<file path="config.mk">
export PLATFORM = sky130hd
export DESIGN_NAME = crc_msg_serializer_flat
export DESIGN_NICKNAME = d
export VERILOG_FILES = /design/src/rtl/crc_msg_serializer_if.sv /design/src/rtl/crc_msg_serializer.sv /design/src/flat_wrapper.sv
export SDC_FILE = /design/constraint.sdc
export NUM_CORES = 1
export LEC_CHECK = 0
export ABC_AREA = 1
export CAP_MARGIN = 20
export CORE_ASPECT_RATIO = 0.75
export CORE_UTILIZATION = 52
export DETAILED_ROUTE_END_ITERATION = 16
export PLACE_DENSITY_LB_ADDON = 0.2
export SLEW_MARGIN = 40
export SYNTH_ARGS = -nofsm -noshare
export SYNTH_HDL_FRONTEND = slang
export SYNTH_SLANG_ARGS = --single-unit
export TNS_END_PERCENT = 5
</file>
<file path="constraint.sdc">
create_clock -name clk -period 1.85 [get_ports clk]
set_input_delay 0.37 -clock clk [delete_from_list [all_inputs] [get_ports clk]]
set_output_delay 0.37 -clock clk [all_outputs]
set_load 0.01 [all_outputs]
</file>
<file path="src/rtl/crc_msg_serializer_if.sv">
// Handshake bundle between the message source, the serializer and the CRC stage.
// The slave modport is the serializer's view; master is the environment's view.
interface crc_msg_serializer_if #(
    parameter int MSG_W = 10,
    parameter int LANES = 2
);
    logic [MSG_W-1:0] msg_in;
    logic             in_valid;
    logic             in_ready;
    logic [LANES-1:0] out_bits;
    logic             out_valid;
    logic             out_ready;
    logic             out_sof;
    logic             out_eof;

    modport master (
        output msg_in, in_valid, out_ready,
        input  in_ready, out_bits, out_valid, out_sof, out_eof
    );

    modport slave (
        input  msg_in, in_valid, out_ready,
        output in_ready, out_bits, out_valid, out_sof, out_eof
    );
endinterface

</file>
<file path="src/rtl/crc_msg_serializer.sv">
// Serializes {pad zeros, message, CRC_W zeros} MSB-first, LANES bits per beat,
// with sof/eof framing; a one-word pending buffer allows back-to-back frames.
module crc_msg_serializer #(
    parameter int MSG_W = 10,
    parameter int CRC_W = 9,
    parameter int LANES = 2,
    parameter int CNT_W = 16
) (
    input  logic                  clk,
    input  logic                  reset,
    crc_msg_serializer_if.slave   bus,
    output logic                  busy,
    output logic [CNT_W-1:0]      frames_sent
);

    localparam int TOTAL = ((MSG_W + CRC_W + LANES - 1) / LANES) * LANES;
    localparam int BEATS = TOTAL / LANES;
    localparam int BC_W  = (BEATS > 1) ? $clog2(BEATS) : 1;
    localparam logic [BC_W-1:0] LAST_BEAT = BC_W'(BEATS - 1);

    typedef enum logic {IDLE, SHIFT} state_t;

    state_t             state_q, state_d;
    logic [MSG_W-1:0]   pend_q, pend_d;
    logic               pend_vld_q, pend_vld_d;
    logic [TOTAL-1:0]   sr_q, sr_d;
    logic [BC_W-1:0]    beat_q, beat_d;
    logic [CNT_W-1:0]   frames_q, frames_d;

    logic [TOTAL-1:0]   load_img;
    logic               accept;
    logic               fire;
    logic               last_beat;
    logic               consume;

    // Leading pad bits stay zero so a zero-initialised CRC is unaffected.
    always_comb begin
        load_img = '0;
        load_img[CRC_W +: MSG_W] = pend_q;
    end

    assign accept    = bus.in_valid & ~pend_vld_q;
    assign fire      = (state_q == SHIFT) & bus.out_ready;
    assign last_beat = (beat_q == LAST_BEAT);

    always_comb begin
        state_d  = state_q;
        sr_d     = sr_q;
        beat_d   = beat_q;
        frames_d = frames_q;
        consume  = 1'b0;
        case (state_q)
            IDLE: begin
                if (pend_vld_q) begin
                    sr_d    = load_img;
                    beat_d  = '0;
                    consume = 1'b1;
                    state_d = SHIFT;
                end
            end
            SHIFT: begin
                if (fire) begin
                    if (last_beat) begin
                        frames_d = frames_q + 1'b1;
                        beat_d   = '0;
                        // Reload in place so the next frame's sof follows eof directly.
                        if (pend_vld_q) begin
                            sr_d    = load_img;
                            consume = 1'b1;
                        end else begin
                            sr_d    = '0;
                            state_d = IDLE;
                        end
                    end else begin
                        sr_d   = {sr_q[TOTAL-LANES-1:0], {LANES{1'b0}}};
                        beat_d = beat_q + 1'b1;
                    end
                end
            end
            default: state_d = IDLE;
        endcase
    end

    always_comb begin
        pend_vld_d = (pend_vld_q & ~consume) | accept;
        pend_d     = accept ? bus.msg_in : pend_q;
    end

    always_ff @(posedge clk or negedge reset) begin
        if (!reset) begin
            state_q    <= IDLE;
            pend_q     <= '0;
            pend_vld_q <= 1'b0;
            sr_q       <= '0;
            beat_q     <= '0;
            frames_q   <= '0;
        end else begin
            state_q    <= state_d;
            pend_q     <= pend_d;
            pend_vld_q <= pend_vld_d;
            sr_q       <= sr_d;
            beat_q     <= beat_d;
            frames_q   <= frames_d;
        end
    end

    assign bus.in_ready  = ~pend_vld_q;
    assign bus.out_valid = (state_q == SHIFT);
    assign bus.out_bits  = bus.out_valid ? sr_q[TOTAL-1 -: LANES] : '0;
    assign bus.out_sof   = bus.out_valid & (beat_q == '0);
    assign bus.out_eof   = bus.out_valid & last_beat;
    assign busy          = (state_q == SHIFT) | pend_vld_q;
    assign frames_sent   = frames_q;

endmodule

</file>
<file path="src/flat_wrapper.sv">
// flat-port wrapper written by rule: the top's interface ports become plain ports
module crc_msg_serializer_flat 
#(
    parameter int MSG_W = 10,
    parameter int CRC_W = 9,
    parameter int LANES = 2,
    parameter int CNT_W = 16
)
  (clk, reset, busy, frames_sent, bus_msg_in, bus_in_valid, bus_out_ready, bus_in_ready, bus_out_bits, bus_out_valid, bus_out_sof, bus_out_eof);
  crc_msg_serializer_if #(.MSG_W(MSG_W), .LANES(LANES)) bus_i ();
  input  logic clk;
  input  logic reset;
  output logic busy;
  output logic [CNT_W-1:0] frames_sent;
  input wire logic [$bits(bus_i.msg_in)-1:0] bus_msg_in;
  input wire logic [$bits(bus_i.in_valid)-1:0] bus_in_valid;
  input wire logic [$bits(bus_i.out_ready)-1:0] bus_out_ready;
  output wire logic [$bits(bus_i.in_ready)-1:0] bus_in_ready;
  output wire logic [$bits(bus_i.out_bits)-1:0] bus_out_bits;
  output wire logic [$bits(bus_i.out_valid)-1:0] bus_out_valid;
  output wire logic [$bits(bus_i.out_sof)-1:0] bus_out_sof;
  output wire logic [$bits(bus_i.out_eof)-1:0] bus_out_eof;
  assign bus_i.msg_in = bus_msg_in;
  assign bus_i.in_valid = bus_in_valid;
  assign bus_i.out_ready = bus_out_ready;
  assign bus_in_ready = bus_i.in_ready;
  assign bus_out_bits = bus_i.out_bits;
  assign bus_out_valid = bus_i.out_valid;
  assign bus_out_sof = bus_i.out_sof;
  assign bus_out_eof = bus_i.out_eof;
  crc_msg_serializer #(.MSG_W(MSG_W), .CRC_W(CRC_W), .LANES(LANES), .CNT_W(CNT_W)) u_core (.clk(clk), .reset(reset), .bus(bus_i), .busy(busy), .frames_sent(frames_sent));
endmodule
</file>
Yosys cells after proc, flatten, opt, wreduce, memory -nomap -nowiden
Index checks and enable logic that the tools add are counted.
{"block": "word_totals", "regBits": 52, "inputBits": 14, "output_inout_bits": 23, "elab_cells": 41}
{"block": "classes", "addsub": 2, "eq_ne": 3, "mux": 17, "n_bitwise": 10, "n_reduce_logical": 3}
{"op": "two-way mux 20 bit", "n": 3}
{"op": "case mux 20 bit (2 select lines)", "n": 1}
{"op": "two-way mux 19 bit", "n": 1}
{"op": "adder 16 x 1 -> 16 bit, second input constant", "n": 1}
{"op": "two-way mux 4 bit", "n": 3}
{"op": "case mux 4 bit (2 select lines)", "n": 1}
{"op": "AND 1 bit", "n": 5}
{"op": "two-way mux 1 bit", "n": 5}
{"op": "adder 4 x 1 -> 4 bit, second input constant", "n": 1}
{"op": "== test 4 bit, second input constant", "n": 1}
{"op": "zero test 4 bit", "n": 1}
{"op": "case mux 1 bit (2 select lines)", "n": 2}
{"op": "NOT 1 bit", "n": 3}
{"op": "AND reduction 3 bit", "n": 1}
{"op": "two-way mux 2 bit", "n": 1}
{"op": "inequality test 2 x 1 -> 1 bit, second input constant", "n": 1}
{"op": "inequality test 2 bit, second input constant", "n": 1}
{"op": "OR 1 bit", "n": 2}
{"op": "AND reduction 2 bit", "n": 1}

Depth between registers and ports, before layout
{"block": "depth", "depth_word": 7, "depth_mapped": 10, "ltp_nobuf": 10}

Least setup slack after synthesis
Ideal clock, no wire load.
{"block": "synth_timing", "path_type": "reg-to-reg", "start": "reg u_core.beat_q[1]", "end": "reg u_core.frames_q[11], in the netlist u_core.frames_sent[11]", "setup_time_ps": 117, "arrival_ps": 1296, "required_ps": 1733, "path_slack_ps": 438, "stages_incl_launch_ff": 10, "n_path_buf": 0, "period_less_slack_ps": 1412, "cell_sequence": "dfrtp_1 > inv_1 > ha_1 > nand3_2 > nor2_4 > nand2_4 > nor2_8 > nand2_1 > nand2_1 > nand2_1"}
{"block": "synth_between", "elab_chain_cells": 2}
{"element": "start: declaration", "line": "crc_msg_serializer.sv:27", "rtl": "logic [BC_W-1:0] beat_q, beat_d;"}
{"element": "start signal: assignment", "line": "crc_msg_serializer.sv:102", "rtl": "beat_q <= beat_d;"}
{"element": "== test 4 bit", "line": "crc_msg_serializer.sv:44", "rtl": "assign last_beat = (beat_q == LAST_BEAT);"}
{"element": "AND reduction 3 bit (no line)"}
{"element": "end signal: assignment", "line": "crc_msg_serializer.sv:103", "rtl": "frames_q <= frames_d;"}
{"element": "end: declaration", "line": "crc_msg_serializer.sv:28", "rtl": "logic [CNT_W-1:0] frames_q, frames_d;"}
No other way between the ends.
A chain may end at the register's enable or synchronous reset.

Worst setup path after layout
{"block": "layout_timing", "start": "reg u_core.beat_q[1]", "end": "out bus_out_sof"}
{"block": "layout_between", "elab_chain_cells": 2}
{"element": "zero test 4 bit", "line": "crc_msg_serializer.sv:110", "rtl": "assign bus.out_sof = bus.out_valid & (beat_q == '0);"}
{"element": "AND 1 bit", "line": "crc_msg_serializer.sv:110"}
{"element": "end: declaration", "line": "flat_wrapper.sv:21", "rtl": "output wire logic [$bits(bus_i.out_sof)-1:0] bus_out_sof;"}
No other way between the ends.

==> impl_results.md <==
* Run status: finished, final reports clean
* H-tree depth at 2
* Syn. warnings at 0
* Mux contribution to synthesized area at 5.392%
* Crit path arrival time at 1400 ps
* Initial core utilization at 55.60%
* Synthesized area per cell at 9.119 um2
* Total GRT Usage at a little under a quarter
* Worst EP required at 1480 ps
* Vias in the first global route at between 1,500 and 2,000
* Largest family of logic cells by synthesized area: simple AND/OR/NAND/NOR gates
* Drt first pass iters at 4
* Setup WS pre-CTS at 98.81 ps
* Layout Skew at a little over 7 ps
* Share of cells above drive strength 1 at 14.49%
* Hold Vio Cnt, Final at 0
* Power, Total at 2.706 mW
* Crit end category: primary output
* Least-Margin Pin Slew at 536.6 ps
* Fmax achieved at 565.5 MHz
* Hold_ws at 126.6 ps
* Diode count at 0
* Die Wd at about 75 um
* Max_slew headroom at around 64%
* P per Cell Area at 1025 mW/mm2
* Post-synthesis simple-gate area fraction at 23.79%
* Syn Nets at 247
* Final ANT Viol Nets at 0
* Initial antenna violation count at 0
* Max_cap viols at 0
* Commonest non-fill, non-tap cell in the layout: nand2_1
* Synth Register Bits at 43
* Synth unique cells at 30
* Commonest non-fill, non-tap cells in the layout: nand2_1 (59), dfrtp_1 (41), clkdlybuf4s50_1 (31)
* Post-Place Cells at about 320
* RSZ-0062 raised after global routing: false
* Final Non-Filler Cells at 328
* Crit path launch type: flop
* Worst setup margin at 81.64 ps
* Register area share after synthesis at 51.53%
* Chip height at 56.88 um
* Via count at 1,676
* Maximum vdd drop at 636.2 uV
* Total routed wirelength at between 4000 and 5000 um
* Synth Area in Adders at 2.397%
* Layout area overhead at 26.42%
* Reg-to-Reg Start: u_core.beat_q[1]
* Hold_buf cts at 0
* First-pass GRT wire length at about 7000 um
* Total CTS buffers at 5
* Iter 0 DRT Violations at 79
* CTS root buf: clkbuf_8
* Setup_tns at 0 ps
* Post-Synth XOR/XNOR Area at 4.134%
* Final Util at 70.29%
* Clock latency at the later pin of the worst-skew pair at roughly 300 ps
* Post-DP Area at 0.002526 mm2
* Critical path type: flop to primary output
* Clock transition at path regs at 80 ps
* CTS Sinks at 43
* Synth Area in Compound Gates at 6.771%
* Crit path max fanout at 3
* Drc violations at 0
* Leak at about 1.3 nW
* DP Wirelength at 2855 um
* Reg2reg setup slack at 150 ps
* CTS tree: built
* Type of the worst min-delay path: primary input to asynchronous set/reset pin
* Row cnt at 19
* Final instance area at 0.002640 mm2
* Capture point of the worst reg-to-reg path: u_core.sr_q[12]
* Die area at 0.004276 mm2
* Cell count after synthesis at 229
* Final Slew Violations at 0
* Core ar. at around 0.0038 mm2
* Clock period minus worst slack at 1768 ps
* # IOs at 37
* Routability congestion estimate at 0.8121
* WL/cell at around 13 um
* Pin count of the biggest net entering global routing at 44
* Worst r2r path cells at 7
* Buffers on Ports at 36
* Post-layout nets at 293
* Grt ovf at 0
* Via/cell ratio at 5.110
* Final cycle utilization of the critical path at 95.59%
* Clock buffer depth at 2
* Final setup violation count at 0
* Mapped cell area at 0.002088 mm2
[sequential cells by signal, summed over array words and instances, names as in the netlist]
name	flops
u_core.beat_q	4
u_core.bus.out_valid	1
u_core.frames_sent	16
u_core.pend_q	10
u_core.pend_vld_q	1
u_core.sr_q	11
[timing repair]
| item | 4_1_cts | 5_1_grt |
|---|---|---|
| gates resized for setup | 3 | 4 |
| setup buffers | 0 | 1 |
| setup endpoints to repair | 4 | 4 |
[how the worst max path moves through the flow]
stage	slack (ps)	from	end
2_1_floorplan	440	u_core.beat_q[1]	u_core.frames_sent[11]
5_1_grt	0.9	u_core.beat_q[1]	u_core.sr_q[12]
3_3_place_gp	130	u_core.beat_q[1]	bus_out_eof
3_5_place_dp	100	u_core.beat_q[0]	bus_out_sof
6_report	80	u_core.beat_q[1]	bus_out_sof
4_1_cts	2	u_core.bus.out_valid	busy
[layout make-up]
cell class | count | area (um2)
Fill cell | 313 | 1116
Multi-Input combinational cell | 155 | 887.1
Clock buffer | 8 | 100.1
Sequential cell | 43 | 1079
Timing Repair Buffer | 42 | 404.1
Inverter | 28 | 105.1
Tap cell | 52 | 65.06
[kinds of logic after synthesis]
logic type / Yosys count
AOI/OAI and AO/OA: 25
xor gates and xnor gates: 9
DFF: 43
adders and majority gates: 4
buffers and inverters: 31
and+or+nand+nor: 107
muxes: 10
[cells in the mapped netlist]
library cell | count | share of area (%)
xnor2_1 | 4 | 1.7
nand3_2 | 1 | 0.48
and3_1 | 1 | 0.30
nand2_1 | 59 | 11
nand3b_1 | 1 | 0.36
o21ai_0 | 3 | 0.72
a21oi_1 | 16 | 3.8
o211ai_1 | 1 | 0.36
inv_1 | 26 | 4.7
nor2_4 | 2 | 1.1
o21ai_2 | 2 | 0.84
xor2_2 | 1 | 0.78
nor3_1 | 3 | 0.72
a22o_1 | 1 | 0.42
mux2_2 | 10 | 5.4
buf_2 | 1 | 0.24
nor2_8 | 1 | 0.96
inv_2 | 2 | 0.36
dfrtp_1 | 43 | 52
nor2_2 | 2 | 0.60
buf_4 | 2 | 0.72
ha_1 | 4 | 2.4
nand3_1 | 14 | 3.4
nand2_2 | 1 | 0.30
nand2_4 | 2 | 1.1
o31ai_1 | 1 | 0.36
o21ai_1 | 1 | 0.24
xor2_1 | 4 | 1.7
nand4_1 | 3 | 0.90
nor2_1 | 17 | 3.1
[routing by layer]
metal  wire length, um  up-vias  track usage (%)  share of wire, %
li1                  -      821                -                 -
met1              2003      796            31.96                48
met2              1862       50            35.01                45
met3               226        9            5.386               5.4
met4                73        0            8.730               1.8
met5                 0        -                0                 0
[critical path: stages (launching register included)]
cell and delay, ps:
dfrtp_1 400, inv_1 100, ha_1 150, nand2_1 50, nor3_1 110, dlygate4sd2_1 280
[power by group]
| group | leakage [nW] | internal (mW) | switching [mW] | total, mW |
|---|---|---|---|---|
| sequential | 0.525 | 1.18 | 0.166 | 1.34 |
| combinational | 0.719 | 0.369 | 0.335 | 0.704 |
| clock | 0.0515 | 0.341 | 0.318 | 0.658 |
Note: power is estimated with default switching activity, not from simulation.
